<file path="src/rtl/cache_interface_types.sv">
// Shared types for the cache port and its arbiter.
package cache_interface_types;

    typedef enum logic [1:0] {ARB_IDLE, ARB_OWN0, ARB_OWN1} cache_arb_state_t;

    // Map a requester index onto the state that grants it the port.
    function automatic cache_arb_state_t own_state(input logic n);
        return n ? ARB_OWN1 : ARB_OWN0;
    endfunction

endpackage

</file>
<file path="src/rtl/cache_interface.sv">
// Core-to-cache request/response bundle. Master drives the request side.
interface cache_interface #(
    parameter int ADDR_SIZE = 32,
    parameter int WORD_SIZE = 32
);
    logic [ADDR_SIZE-1:0] addr;
    logic [1:0]           rd_size;
    logic [WORD_SIZE-1:0] wr_data;
    logic [1:0]           wr_size;
    logic                 write;
    logic                 access;
    logic [WORD_SIZE-1:0] rd_data;
    logic                 hit;

    modport master (
        output addr, rd_size, wr_data, wr_size, write, access,
        input  rd_data, hit
    );

    modport slave (
        input  addr, rd_size, wr_data, wr_size, write, access,
        output rd_data, hit
    );
endinterface

</file>
<file path="src/rtl/cache_port_mux.sv">
// Combinational 2:1 steering of requester fields onto the shared cache port.
// While idle, select 0 is applied so the port carries requester 0's fields
// with access/write forced low.
module cache_port_mux #(
    parameter int ADDR_SIZE = 32,
    parameter int WORD_SIZE = 32
) (
    input  logic                 i_active,
    input  logic                 i_sel,
    input  logic [ADDR_SIZE-1:0] i_addr    [2],
    input  logic [1:0]           i_rd_size [2],
    input  logic [WORD_SIZE-1:0] i_wr_data [2],
    input  logic [1:0]           i_wr_size [2],
    input  logic                 i_write   [2],
    input  logic                 i_access  [2],
    input  logic                 i_mem_hit,
    output logic [ADDR_SIZE-1:0] o_addr,
    output logic [1:0]           o_rd_size,
    output logic [WORD_SIZE-1:0] o_wr_data,
    output logic [1:0]           o_wr_size,
    output logic                 o_write,
    output logic                 o_access,
    output logic [1:0]           o_hit
);

    // Forward the selected requester's fields; qualify the strobes by ownership.
    always_comb begin
        o_addr    = i_addr[i_sel];
        o_rd_size = i_rd_size[i_sel];
        o_wr_data = i_wr_data[i_sel];
        o_wr_size = i_wr_size[i_sel];
        o_write   = i_active & i_write[i_sel];
        o_access  = i_active & i_access[i_sel];
    end

    // Only the current owner sees the cache's hit.
    generate
        for (genvar gi = 0; gi < 2; gi++) begin : g_hit
            assign o_hit[gi] = i_active && (i_sel == 1'(gi)) && i_mem_hit;
        end
    endgenerate

endmodule

</file>
<file path="src/rtl/cache_arbiter.sv">
// Round-robin arbiter sharing one cache port between instruction fetch
// (requester 0) and load/store (requester 1). A grant is held until the
// cache reports a hit, then handed straight to a waiting requester.
module cache_arbiter
    import cache_interface_types::*;
#(
    parameter int ADDR_SIZE = 32,
    parameter int WORD_SIZE = 32,
    parameter int CNT_WIDTH = 32
) (
    input  logic                 clk_i,
    input  logic                 reset_i,
    cache_interface.slave        req0,
    cache_interface.slave        req1,
    cache_interface.master       mem,
    output logic                 busy_o,
    output logic                 grant_o,
    output logic [CNT_WIDTH-1:0] contention_cnt_o
);

    cache_arb_state_t     r_state;
    cache_arb_state_t     w_state_next;
    logic                 r_last;
    logic                 w_last_next;
    logic [CNT_WIDTH-1:0] r_cnt;
    logic [CNT_WIDTH-1:0] w_cnt_next;

    logic                 w_active;
    logic                 w_sel;
    logic                 w_owner_access;
    logic                 w_other_access;
    logic                 w_contend;
    logic [1:0]           w_hit;

    logic [ADDR_SIZE-1:0] w_addr    [2];
    logic [1:0]           w_rd_size [2];
    logic [WORD_SIZE-1:0] w_wr_data [2];
    logic [1:0]           w_wr_size [2];
    logic                 w_write   [2];
    logic                 w_access  [2];

    assign w_addr[0]    = req0.addr;
    assign w_addr[1]    = req1.addr;
    assign w_rd_size[0] = req0.rd_size;
    assign w_rd_size[1] = req1.rd_size;
    assign w_wr_data[0] = req0.wr_data;
    assign w_wr_data[1] = req1.wr_data;
    assign w_wr_size[0] = req0.wr_size;
    assign w_wr_size[1] = req1.wr_size;
    assign w_write[0]   = req0.write;
    assign w_write[1]   = req1.write;
    assign w_access[0]  = req0.access;
    assign w_access[1]  = req1.access;

    // State, last winner and contention count; reset leaves last=1 so req0 wins the first tie.
    always_ff @(posedge clk_i or posedge reset_i) begin
        if (reset_i) begin
            r_state <= ARB_IDLE;
            r_last  <= 1'b1;
            r_cnt   <= '0;
        end else begin
            r_state <= w_state_next;
            r_last  <= w_last_next;
            r_cnt   <= w_cnt_next;
        end
    end

    // Next-state: pick a winner from idle, hand over on a hit, drop to idle on withdrawal.
    always_comb begin
        w_state_next   = r_state;
        w_last_next    = r_last;
        w_owner_access = w_sel ? req1.access : req0.access;
        w_other_access = w_sel ? req0.access : req1.access;
        w_contend      = (req0.access && (r_state != ARB_OWN0)) ||
                         (req1.access && (r_state != ARB_OWN1));
        w_cnt_next     = w_contend ? r_cnt + CNT_WIDTH'(1) : r_cnt;
        case (r_state)
            ARB_IDLE: begin
                if (req0.access && req1.access) begin
                    w_state_next = own_state(~r_last);
                end else if (req0.access) begin
                    w_state_next = ARB_OWN0;
                end else if (req1.access) begin
                    w_state_next = ARB_OWN1;
                end
            end
            ARB_OWN0, ARB_OWN1: begin
                if (w_owner_access && mem.hit) begin
                    w_last_next = w_sel;
                    if (w_other_access) begin
                        w_state_next = own_state(~w_sel);
                    end
                end else if (!w_owner_access) begin
                    w_state_next = ARB_IDLE;
                end
            end
            default: w_state_next = ARB_IDLE;
        endcase
    end

    // Outputs decoded from the held state only.
    always_comb begin
        w_active = (r_state != ARB_IDLE);
        w_sel    = (r_state == ARB_OWN1);
        busy_o   = w_active;
        grant_o  = w_sel;
    end

    cache_port_mux #(
        .ADDR_SIZE (ADDR_SIZE),
        .WORD_SIZE (WORD_SIZE)
    ) u_mux (
        .i_active  (w_active),
        .i_sel     (w_sel),
        .i_addr    (w_addr),
        .i_rd_size (w_rd_size),
        .i_wr_data (w_wr_data),
        .i_wr_size (w_wr_size),
        .i_write   (w_write),
        .i_access  (w_access),
        .i_mem_hit (mem.hit),
        .o_addr    (mem.addr),
        .o_rd_size (mem.rd_size),
        .o_wr_data (mem.wr_data),
        .o_wr_size (mem.wr_size),
        .o_write   (mem.write),
        .o_access  (mem.access),
        .o_hit     (w_hit)
    );

    assign req0.hit         = w_hit[0];
    assign req1.hit         = w_hit[1];
    // Read data is broadcast; each requester qualifies it with its own hit.
    assign req0.rd_data     = mem.rd_data;
    assign req1.rd_data     = mem.rd_data;
    assign contention_cnt_o = r_cnt;

endmodule
</file>
<file path="src/flat_wrapper.sv">
// flat-port wrapper written by rule: the top's interface ports become plain ports
module cache_arbiter_flat import cache_interface_types::*;
#(
    parameter int ADDR_SIZE = 32,
    parameter int WORD_SIZE = 32,
    parameter int CNT_WIDTH = 32
)
  (clk_i, reset_i, busy_o, grant_o, contention_cnt_o, req0_addr, req0_rd_size, req0_wr_data, req0_wr_size, req0_write, req0_access, req0_rd_data, req0_hit, req1_addr, req1_rd_size, req1_wr_data, req1_wr_size, req1_write, req1_access, req1_rd_data, req1_hit, mem_addr, mem_rd_size, mem_wr_data, mem_wr_size, mem_write, mem_access, mem_rd_data, mem_hit);
  cache_interface #(.ADDR_SIZE(ADDR_SIZE), .WORD_SIZE(WORD_SIZE)) req0_i ();
  cache_interface #(.ADDR_SIZE(ADDR_SIZE), .WORD_SIZE(WORD_SIZE)) req1_i ();
  cache_interface #(.ADDR_SIZE(ADDR_SIZE), .WORD_SIZE(WORD_SIZE)) mem_i ();
  input  logic clk_i;
  input  logic reset_i;
  output logic busy_o;
  output logic grant_o;
  output logic [CNT_WIDTH-1:0] contention_cnt_o;
  input wire logic [$bits(req0_i.addr)-1:0] req0_addr;
  input wire logic [$bits(req0_i.rd_size)-1:0] req0_rd_size;
  input wire logic [$bits(req0_i.wr_data)-1:0] req0_wr_data;
  input wire logic [$bits(req0_i.wr_size)-1:0] req0_wr_size;
  input wire logic [$bits(req0_i.write)-1:0] req0_write;
  input wire logic [$bits(req0_i.access)-1:0] req0_access;
  output wire logic [$bits(req0_i.rd_data)-1:0] req0_rd_data;
  output wire logic [$bits(req0_i.hit)-1:0] req0_hit;
  input wire logic [$bits(req1_i.addr)-1:0] req1_addr;
  input wire logic [$bits(req1_i.rd_size)-1:0] req1_rd_size;
  input wire logic [$bits(req1_i.wr_data)-1:0] req1_wr_data;
  input wire logic [$bits(req1_i.wr_size)-1:0] req1_wr_size;
  input wire logic [$bits(req1_i.write)-1:0] req1_write;
  input wire logic [$bits(req1_i.access)-1:0] req1_access;
  output wire logic [$bits(req1_i.rd_data)-1:0] req1_rd_data;
  output wire logic [$bits(req1_i.hit)-1:0] req1_hit;
  output wire logic [$bits(mem_i.addr)-1:0] mem_addr;
  output wire logic [$bits(mem_i.rd_size)-1:0] mem_rd_size;
  output wire logic [$bits(mem_i.wr_data)-1:0] mem_wr_data;
  output wire logic [$bits(mem_i.wr_size)-1:0] mem_wr_size;
  output wire logic [$bits(mem_i.write)-1:0] mem_write;
  output wire logic [$bits(mem_i.access)-1:0] mem_access;
  input wire logic [$bits(mem_i.rd_data)-1:0] mem_rd_data;
  input wire logic [$bits(mem_i.hit)-1:0] mem_hit;
  assign req0_i.addr = req0_addr;
  assign req0_i.rd_size = req0_rd_size;
  assign req0_i.wr_data = req0_wr_data;
  assign req0_i.wr_size = req0_wr_size;
  assign req0_i.write = req0_write;
  assign req0_i.access = req0_access;
  assign req0_rd_data = req0_i.rd_data;
  assign req0_hit = req0_i.hit;
  assign req1_i.addr = req1_addr;
  assign req1_i.rd_size = req1_rd_size;
  assign req1_i.wr_data = req1_wr_data;
  assign req1_i.wr_size = req1_wr_size;
  assign req1_i.write = req1_write;
  assign req1_i.access = req1_access;
  assign req1_rd_data = req1_i.rd_data;
  assign req1_hit = req1_i.hit;
  assign mem_addr = mem_i.addr;
  assign mem_rd_size = mem_i.rd_size;
  assign mem_wr_data = mem_i.wr_data;
  assign mem_wr_size = mem_i.wr_size;
  assign mem_write = mem_i.write;
  assign mem_access = mem_i.access;
  assign mem_i.rd_data = mem_rd_data;
  assign mem_i.hit = mem_hit;
  cache_arbiter #(.ADDR_SIZE(ADDR_SIZE), .WORD_SIZE(WORD_SIZE), .CNT_WIDTH(CNT_WIDTH)) u_core (.clk_i(clk_i), .reset_i(reset_i), .req0(req0_i), .req1(req1_i), .mem(mem_i), .busy_o(busy_o), .grant_o(grant_o), .contention_cnt_o(contention_cnt_o));
endmodule
</file>
<file path="config.mk">
export PLATFORM = sky130hd
export DESIGN_NAME = cache_arbiter_flat
export DESIGN_NICKNAME = d
export VERILOG_FILES = /design/src/rtl/cache_interface_types.sv /design/src/rtl/cache_interface.sv /design/src/rtl/cache_port_mux.sv /design/src/rtl/cache_arbiter.sv /design/src/flat_wrapper.sv
export SDC_FILE = /design/constraint.sdc
export NUM_CORES = 1
export LEC_CHECK = 0
export ABC_AREA = 1
export CORE_ASPECT_RATIO = 0.5
export CORE_MARGIN = 10
export CORE_UTILIZATION = 30
export DETAILED_ROUTE_END_ITERATION = 16
export GPL_ROUTABILITY_DRIVEN = 1
export PLACE_DENSITY = 0.93
export SLEW_MARGIN = 30
export SYNTH_ARGS = -nofsm -noshare
export SYNTH_HDL_FRONTEND = slang
export SYNTH_SLANG_ARGS = --single-unit
export TNS_END_PERCENT = 50
</file>
<file path="constraint.sdc">
create_clock -name clk_i -period 1.8 [get_ports clk_i]
set_input_delay 0.18 -clock clk_i [delete_from_list [all_inputs] [get_ports clk_i]]
set_output_delay 0.18 -clock clk_i [all_outputs]
set_load 0.01 [all_outputs]
</file>
==> Word level (Yosys, flattened, before mapping) <==
Cells that the tools add are included.
{ "totals": {"ff_bits": 35, "in_bits": 175, "elab_cells": 59} }
{ "op_classes": {"addsub": 1, "order_cmp": 1, "n_eq_ne": 7, "mux": 29, "n_bitwise": 4, "reduce_logical": 14} }
{ "op_table": {"columns": ["op", "count"], "rows": [
  ["32-bit 2-to-1 mux", 6],
  ["32-bit by 1-bit adder with 32-bit output (second input constant)", 1],
  ["2-bit 2-to-1 mux", 14],
  ["1-bit logical AND", 8],
  ["1-bit 2-to-1 mux", 8],
  ["4-bit by 3-bit inequality test with 1-bit output (second input constant)", 1],
  ["2-bit case mux with 2 select lines", 1],
  ["3-bit by 2-bit inequality test with 1-bit output (second input constant)", 1],
  ["3-bit inequality test (second input constant)", 1],
  ["3-bit AND reduction", 1],
  ["1-bit AND", 2],
  ["2-bit by 1-bit == test with 1-bit output (second input constant)", 1],
  ["2-bit == test (second input constant)", 1],
  ["2-bit >= comparator (second input constant)", 1],
  ["2-bit zero test", 1],
  ["2-bit by 1-bit inequality test with 1-bit output (second input constant)", 1],
  ["2-bit inequality test (second input constant)", 1],
  ["1-bit inverter with 2-bit output", 1],
  ["2-bit AND reduction", 1],
  ["2-bit nonzero test", 1],
  ["2-bit OR reduction", 1],
  ["1-bit logical OR", 1],
  ["1-bit inverter", 1]
]} }

==> Logic depth before layout (Yosys ltp) <==
Gate-level depths: netlist of run 1.
{ "depth": {"ltp_word": 6, "depth_mapped": 11, "ltp_nobuf": 11} }

==> Cells and area by module <==
A second synthesis of run 1 with hierarchy kept.
{ "unflattened": {"cells_unflattened": 568, "area_unflattened_um2": 3587.2} }
{ "modules_own_cells": {"columns": ["mod", "n_inst", "cells_per_inst", "area_each_um2"], "rows": [
  ["cache_arbiter", 1, 337, 2617.5],
  ["cache_port_mux", 1, 231, 969.7]
]} }

==> Worst setup path before layout of run 1 <==
Ideal clock, no wire load.
{ "synth_path": {"kind": "register -> output", "startpoint": "register u_core.r_state[0]", "endpoint": "output port mem_wr_data[22]", "t_arrival_ps": 1422, "t_required_ps": 1620, "slack_ps": 198, "stages_incl_launch_ff": 8, "path_buffers": 2, "cell_sequence": "dfrtp_1 > inv_1 > ha_1 > inv_2 > buf_2 > buf_1 > nand2_1 > nand2_1"} }
{ "synth_via": {"elab_chain_cells": 5} }
{ "synth_lines": {"columns": ["item", "line_no", "source"], "rows": [
  ["start, declared", "cache_arbiter.sv:21", "cache_arb_state_t r_state;"],
  ["start signal, assigned", "cache_arbiter.sv:62", "r_state <= w_state_next;"],
  ["2-bit == test", "cache_arbiter.sv:104", "w_sel = (r_state == ARB_OWN1);"],
  ["named net grant_o", "flat_wrapper.sv:15", "output logic grant_o;"],
  ["1-bit inverter with 2-bit output (implied by the code)", "cache_port_mux.sv:30", "o_wr_data = i_wr_data[i_sel];"],
  ["32-bit 2-to-1 mux (implied by the code) (3 in a row)", "cache_port_mux.sv:30", null],
  ["end, declared", "flat_wrapper.sv:35", "output wire logic [$bits(mem_i.wr_data)-1:0] mem_wr_data;"]
]} }
The timed path passes the listed nets, and every way through them passes these cells. The select of a mux whose other input is x is not followed.

==> Worst setup path after layout of run 1 <==
{ "layout_path": {"startpoint": "register u_core.r_state[0]", "endpoint": "output port mem_wr_data[10]"} }
{ "layout_via": {"elab_chain_cells": 5} }
{ "layout_lines": {"columns": ["item", "line_no"], "rows": [
  ["2-bit == test", "cache_arbiter.sv:104"],
  ["1-bit inverter with 2-bit output (implied by the code)", "cache_port_mux.sv:30"],
  ["32-bit 2-to-1 mux (implied by the code) (3 in a row)", "cache_port_mux.sv:30"]
]} }
No other way between the ends. The select of a mux whose other input is x is not followed.

==> impl_metrics.tcl, run 1 <==
set metrics [dict create \
    wl_met2_um 8680 \
    yosys_warnings 0 \
    p_per_area_nw_per_um2 1110 \
    sw_frac_of_total_pct 41.9 \
    die-area_um2 16500 \
    max_slew_margin_pct 70.0 \
    max_freq_mhz 544 \
    drive_above_1_share_pct 22.3 \
    ys_types 30 \
    reg2reg_depth 12 \
    fp-row-count 27 \
    p_leak_nw 3.16 \
    cap_violations 0 \
    yosysTopAreaCellShare_pct 30.4 \
    violations "setup timing" \
    reg2reg_to "u_core.contention_cnt_o[24]$_DFFE_PP0P_" \
    routedWlPerCell_um 17.8 \
    setup_slack_ns -0.0385 \
    p_int_mw 4.04 \
    tns_ns -0.327 \
    worstPathArrival_ns 1.66 \
    worst_slew_pin_slew_ns 0.450 \
    crit_fanout 8 \
    area_growth_pct 80.4 \
    slew_viol_final 0 \
    period_share_pct 102 \
    holdWs_ns 0.309 \
    final-hold-violation-count 0 \
    grt_max_degree 36 \
    ios 345 \
    route.detailed.drc 0 \
    n_antenna_cell 0 \
    pwr-share-seq_pct 14.6 \
    grt_use_total_pct 17.8 \
    rr_startpoint "u_core.r_state[0]$_DFFE_PP0P_" \
    grt_pass1_wl_um 23100 \
    ys_ff_latch 35 \
    synth-edff-count 0 \
    finalSetupViolations 12 \
    synth.yosys.seq_area_share_pct 25.3 \
    clock_path_buffers 2 \
    p_clk_share_pct 13.0 \
    htree_levels 2 \
    synthFlopType "dfrtp_1" \
    syn_avg_cell_area_um2 6.24 \
    start_util_pct 31.1 \
    peakVddDrop_mv 0.469 \
    skew_ns 0.00308 \
    min-delay-path-class "in -> async" \
    nets 955 \
    num-fill-cells 943 \
    numClockSinks 35 \
    highest-signal-layer "met4" \
    drtIter0Drc 282 \
    outcome "finished with violations" \
    wl_met3_um 1390 \
    yosys-top-cells-count "281 x nand2_1, 64 x buf_4, 37 x inv_1" \
    synthesis.nets 735 \
    syn_inst 555 \
    fp.dieW_um 172 \
    vias 4260 \
    clock_latency_ns 0.28 \
    netlist_area_um2 3460 \
    wl_met1_um 5940 \
    grt-ovfl-total 0 \
    yosys-top-cells-area "nand2_1 30%, dfrtp_1 25%, buf_4 14%" \
    cts_root_buf "clkbuf_16" \
    first_pass_iters 5 \
    cts_buffers 5 \
    cp.required_ns 1.62 \
    start_kind "register" \
    ant_nets 0 \
    min_period_ns 1.84 \
    wirelength_um 16400 \
    ctsHoldBuffers 0 \
    p_comb_share_pct 72.4 \
    finalPower_mw 6.95 \
    placement.io_buffers 248 \
    antenna_found_initial 0 \
    cts_tree "yes" \
    synthArstFlopShare_pct 100 \
    coreArea_um2 11100 \
    rsz0062_at_grt "true" \
    worstSetupPathType "reg -> out" \
    dp_hpwl_um 12700 \
    cp-end-kind "output pin" \
    via_per_inst 4.63 \
    r2r_slack_ns 0.01 \
    clkTransAtPathRegs_ns 0.05 \
    gp_congestion 0.905 \
    synth_top_area_cell "nand2_1" \
    yosysMostFrequentCell "nand2_1" \
    die_y_um 96.0 \
    grt_pass1_vias 4010 \
    power_switching_mw 2.91 \
]
==> layer usage <==
| layer | global-route usage, % | vias up |
|---|---|---|
| met1 | 18.6 | 1983 |
| met2 | 34.3 | 184 |
| met4 | 5.27 | 0 |
| met3 | 4.98 | 34 |
| met5 | 0 | - |
| li1 | - | 2059 |
==> final cells by class <==
type                            count  area [um^2]  area share (%)
Clock buffer                        8          156            2.50
Tap cell                          145          181            2.90
Timing Repair Buffer              292         2850            45.6
Inverter                           40          158            2.52
Sequential cell                    35          877            14.0
Multi-Input combinational cell    401         2020            32.4
==> registers in the layout (all words and copies together) (netlist names) <==
signal	count
u_core.r_last	1
u_core.r_state	2
u_core.contention_cnt_o	32
==> cells in the final DEF, fill, tap and decap left out, drive strengths merged <==
master         count
dlymetal6s2s       1
dlygate4sd2        3
clkdlybuf4s15     11
nor2              38
nand3             14
xor2               9
dfstp              1
buf               90
or2                1
nand3b             6
clkdlybuf4s50    174
a21oi              2
nor3               5
clkbuf            21
xnor2             10
o21ai              6
ha                 5
nand2            293
o21a               1
dfrtp             34
nand4             11
inv               40
==> stage by stage <==
| stage | worst slack, ns | area, um^2 | std cells | utilization [%] |
|---|---|---|---|---|
| floorplan | 0.198 | 3460 | 555 | - |
| global placement | -0.136 | 5860 | 896 | 52.5 |
| finish | -0.0385 | 6250 | 921 | 56.1 |
| global route | -0.104 | 6250 | 921 | 56.1 |
| CTS | -0.203 | 5930 | 911 | 53.2 |
| detailed placement | -0.162 | 5860 | 896 | 52.5 |
==> power groups by stage <==
| stage | clock [mW] | sequential, mW | combinational, mW |
|---|---|---|---|
| floorplan | 0 | 1.04 | 1.95 |
| global route | 0.940 | 1.04 | 5.38 |
| detailed placement | 0 | 1.02 | 4.50 |
| global placement | 0 | 1.01 | 4.39 |
| finish | 0.903 | 1.02 | 5.03 |
| CTS | 0.919 | 1.02 | 4.37 |
==> cells by family after synthesis <==
kind of cell	count (synthesis)	share of synthesized area (%)
buffers and inverters	119	19.9
AOI/OAI and AO/OA	9	1.48
DFF	35	25.3
xor gates and xnor gates	19	4.80
and+or+nand+nor	368	46.7
adders and majority gates	5	1.81
==> critical path, cell delays in order, from the launching register on <==
cell	delay, ns
dfrtp_1	0.39
inv_2	0.08
ha_4	0.22
inv_8	0.06
buf_12	0.14
buf_12	0.13
buf_12	0.13
nand2_1	0.06
nand2_2	0.05
buf_6	0.12
==> worst max-delay path by stage <==
stage / from / to / cells after the start
floorplan: u_core.r_state[0]$_DFFE_PP0P_ / mem_wr_data[22] / 7
global placement: u_core.r_state[0]$_DFFE_PP0P_ / req0_hit / 5
detailed placement: u_core.r_state[0]$_DFFE_PP0P_ / req0_hit / 5
CTS: u_core.r_state[0]$_DFFE_PP0P_ / mem_addr[2] / 6
global route: u_core.r_state[0]$_DFFE_PP0P_ / mem_addr[6] / 9
finish: u_core.r_state[0]$_DFFE_PP0P_ / mem_wr_data[10] / 9
==> timing repair <==
action / CTS / global route
cloned: 3 / 1
endpoints found under the hold margin: 0 / 0
gates resized for setup: 230 / 95
pin swaps: 2 / 22
setup buffers: 4 / 10
setup endpoints to repair: 97 / 96
(Power assumes the default switching activity.)
==> run 2, diff against run 1 <==
--- a/config.mk
+++ b/config.mk
@@ -10,10 +10,10 @@
 export CORE_MARGIN = 10
 export CORE_UTILIZATION = 30
 export DETAILED_ROUTE_END_ITERATION = 16
-export GPL_ROUTABILITY_DRIVEN = 1
+export GPL_ROUTABILITY_DRIVEN = 0
 export PLACE_DENSITY = 0.93
 export SLEW_MARGIN = 30
 export SYNTH_ARGS = -nofsm -noshare
 export SYNTH_HDL_FRONTEND = slang
 export SYNTH_SLANG_ARGS = --single-unit
-export TNS_END_PERCENT = 50
+export TNS_END_PERCENT = 20
==> impl_metrics.tcl, run 2 (synthesis gave the netlist of run 1 again) <==
set metrics [dict create \
    antenna_found_initial 0 \
    placement.io_buffers 248 \
    worst_slew_pin_slew_ns 0.452 \
    grt_pass1_wl_um 23100 \
    grt_max_degree 36 \
    p_per_area_nw_per_um2 1100 \
    area_growth_pct 77.2 \
    final-hold-violation-count 0 \
    start_kind "register" \
    mostFrequentLayoutCells "273 x nand2_1, 174 x clkdlybuf4s50_1, 35 x inv_1" \
    post-route-cell-area_um2 6140 \
    slew_viol_final 0 \
    setup_slack_ns -0.0608 \
    routedWlPerCell_um 17.7 \
    cts_buffers 5 \
    die_y_um 96.0 \
    max_slew_margin_pct 69.9 \
    violations "setup timing" \
    cap_violations 0 \
    p_clk_share_pct 13.5 \
    final_common_cell "nand2_1" \
    largest_reg_flops 32 \
    ios 345 \
    peakVddDrop_mv 0.467 \
    period_share_pct 103 \
    p_leak_nw 3.12 \
    start_util_pct 31.1 \
    n_antenna_cell 0 \
    min_period_ns 1.86 \
    via_per_inst 4.62 \
    outcome "finished with violations" \
    fin_util_pct 55.1 \
    coreArea_um2 11100 \
    cp-end-kind "output pin" \
    crit_fanout 18 \
    htree_levels 2 \
    wirelength_um 16200 \
    grt-ovfl-total 0 \
    placed_area_um2 5860 \
    power_switching_mw 2.84 \
    grt_pass1_vias 4010 \
    nets 953 \
    first_pass_iters 5 \
    min-delay-path-class "in -> async" \
    sw_frac_of_total_pct 42.1 \
    clock_latency_ns 0.28 \
    cp.required_ns 1.62 \
    ant_nets 0 \
    p_int_mw 3.90 \
    p_comb_share_pct 71.4 \
    drive_above_1_share_pct 20.2 \
    cts_root_buf "clkbuf_16" \
    clock_path_buffers 2 \
    die-area_um2 16500 \
    ctsHoldBuffers 0 \
    pwr-share-seq_pct 15.1 \
    fp.dieW_um 172 \
    worstPathArrival_ns 1.68 \
    dp_hpwl_um 12700 \
    tns_ns -0.0608 \
    rr_startpoint "u_core.r_state[0]$_DFFE_PP0P_" \
    worstSetupStartpoint "u_core.r_state[0]$_DFFE_PP0P_" \
    route.detailed.drc 0 \
    numClockSinks 35 \
    cts_tree "yes" \
    fp-row-count 27 \
    rsz0062_at_grt "true" \
    vias 4250 \
    drtIter0Drc 262 \
    worstSetupPathType "reg -> out" \
    skew_ns 0.00290 \
    grt_use_total_pct 17.8 \
    clkTransAtPathRegs_ns 0.05 \
    max_freq_mhz 537 \
    finalSetupViolations 1 \
]
==> run 2: metal layers <==
metal | vias up | wire, um | GRT usage, %
li1 | 2063 | - | -
met1 | 1958 | 6010 | 18.6
met2 | 196 | 8560 | 34.3
met3 | 33 | 1330 | 4.98
met4 | 0 | 344 | 5.27
met5 | - | 0 | 0
==> run 2: worst paths after layout <==
check | depth (start not counted) | slack, ns | end
worst max-delay path | 8 | -0.06 | mem_wr_size[0]
worst min-delay path | 3 | 0.31 | u_core.contention_cnt_o[11]$_DFFE_PP0P_
worst max register to register | 11 | 0.07 | u_core.contention_cnt_o[24]$_DFFE_PP0P_
worst min register to register | 2 | 0.52 | u_core.contention_cnt_o[30]$_DFFE_PP0P_
max in group asynchronous | 3 | 1.15 | u_core.r_last$_DFFE_PP1P_
min in group clk_i | 0 | 0.36 | req1_rd_data[25]
==> run 2: final cells by class <==
type                    count  area, um^2
repair buffers            290        2790
well taps                 145         181
flip-flops and latches     35         877
fillers                   964        5010
inverters                  40         158
multi-input cells         401        1980
clock buffers               8         156
==> run 2: power groups by stage <==
stage,Combinational [mW],Sequential [mW],Clock (mW)
2_1_floorplan,1.95,1.04,0
3_3_place_gp,4.39,1.01,0
3_5_place_dp,4.50,1.02,0
4_1_cts,4.37,1.02,0.919
5_1_grt,5.16,1.04,0.940
6_report,4.81,1.02,0.909
==> run 2: worst max-delay path, stage by stage, from the launching register on <==
cell             delay, ns
dfrtp_1               0.39
inv_2                 0.08
ha_4                  0.22
inv_8                 0.07
buf_12                0.14
buf_12                0.14
nand2_1               0.06
nand2_1               0.05
clkdlybuf4s15_1       0.25
==> run 2: metrics by stage <==
step / setup WS (ns) / hold WS (ns) / instances / total power [mW]
after floorplan: 0.198 / 0.334 / 555 / 2.99
after global placement: -0.136 / 0.360 / 896 / 5.40
after detailed placement: -0.162 / 0.360 / 896 / 5.52
after CTS: -0.203 / 0.325 / 911 / 6.31
after global routing: -0.111 / 0.360 / 919 / 7.14
final: -0.0608 / 0.308 / 919 / 6.74
==> run 2: repair_timing <==
action,in CTS,in global routing
pin swaps,2,20
endpoints found under the setup margin,97,96
resized for setup,230,73
hold endpoints to repair,0,0
buffers inserted,4,8
gates cloned,3,0
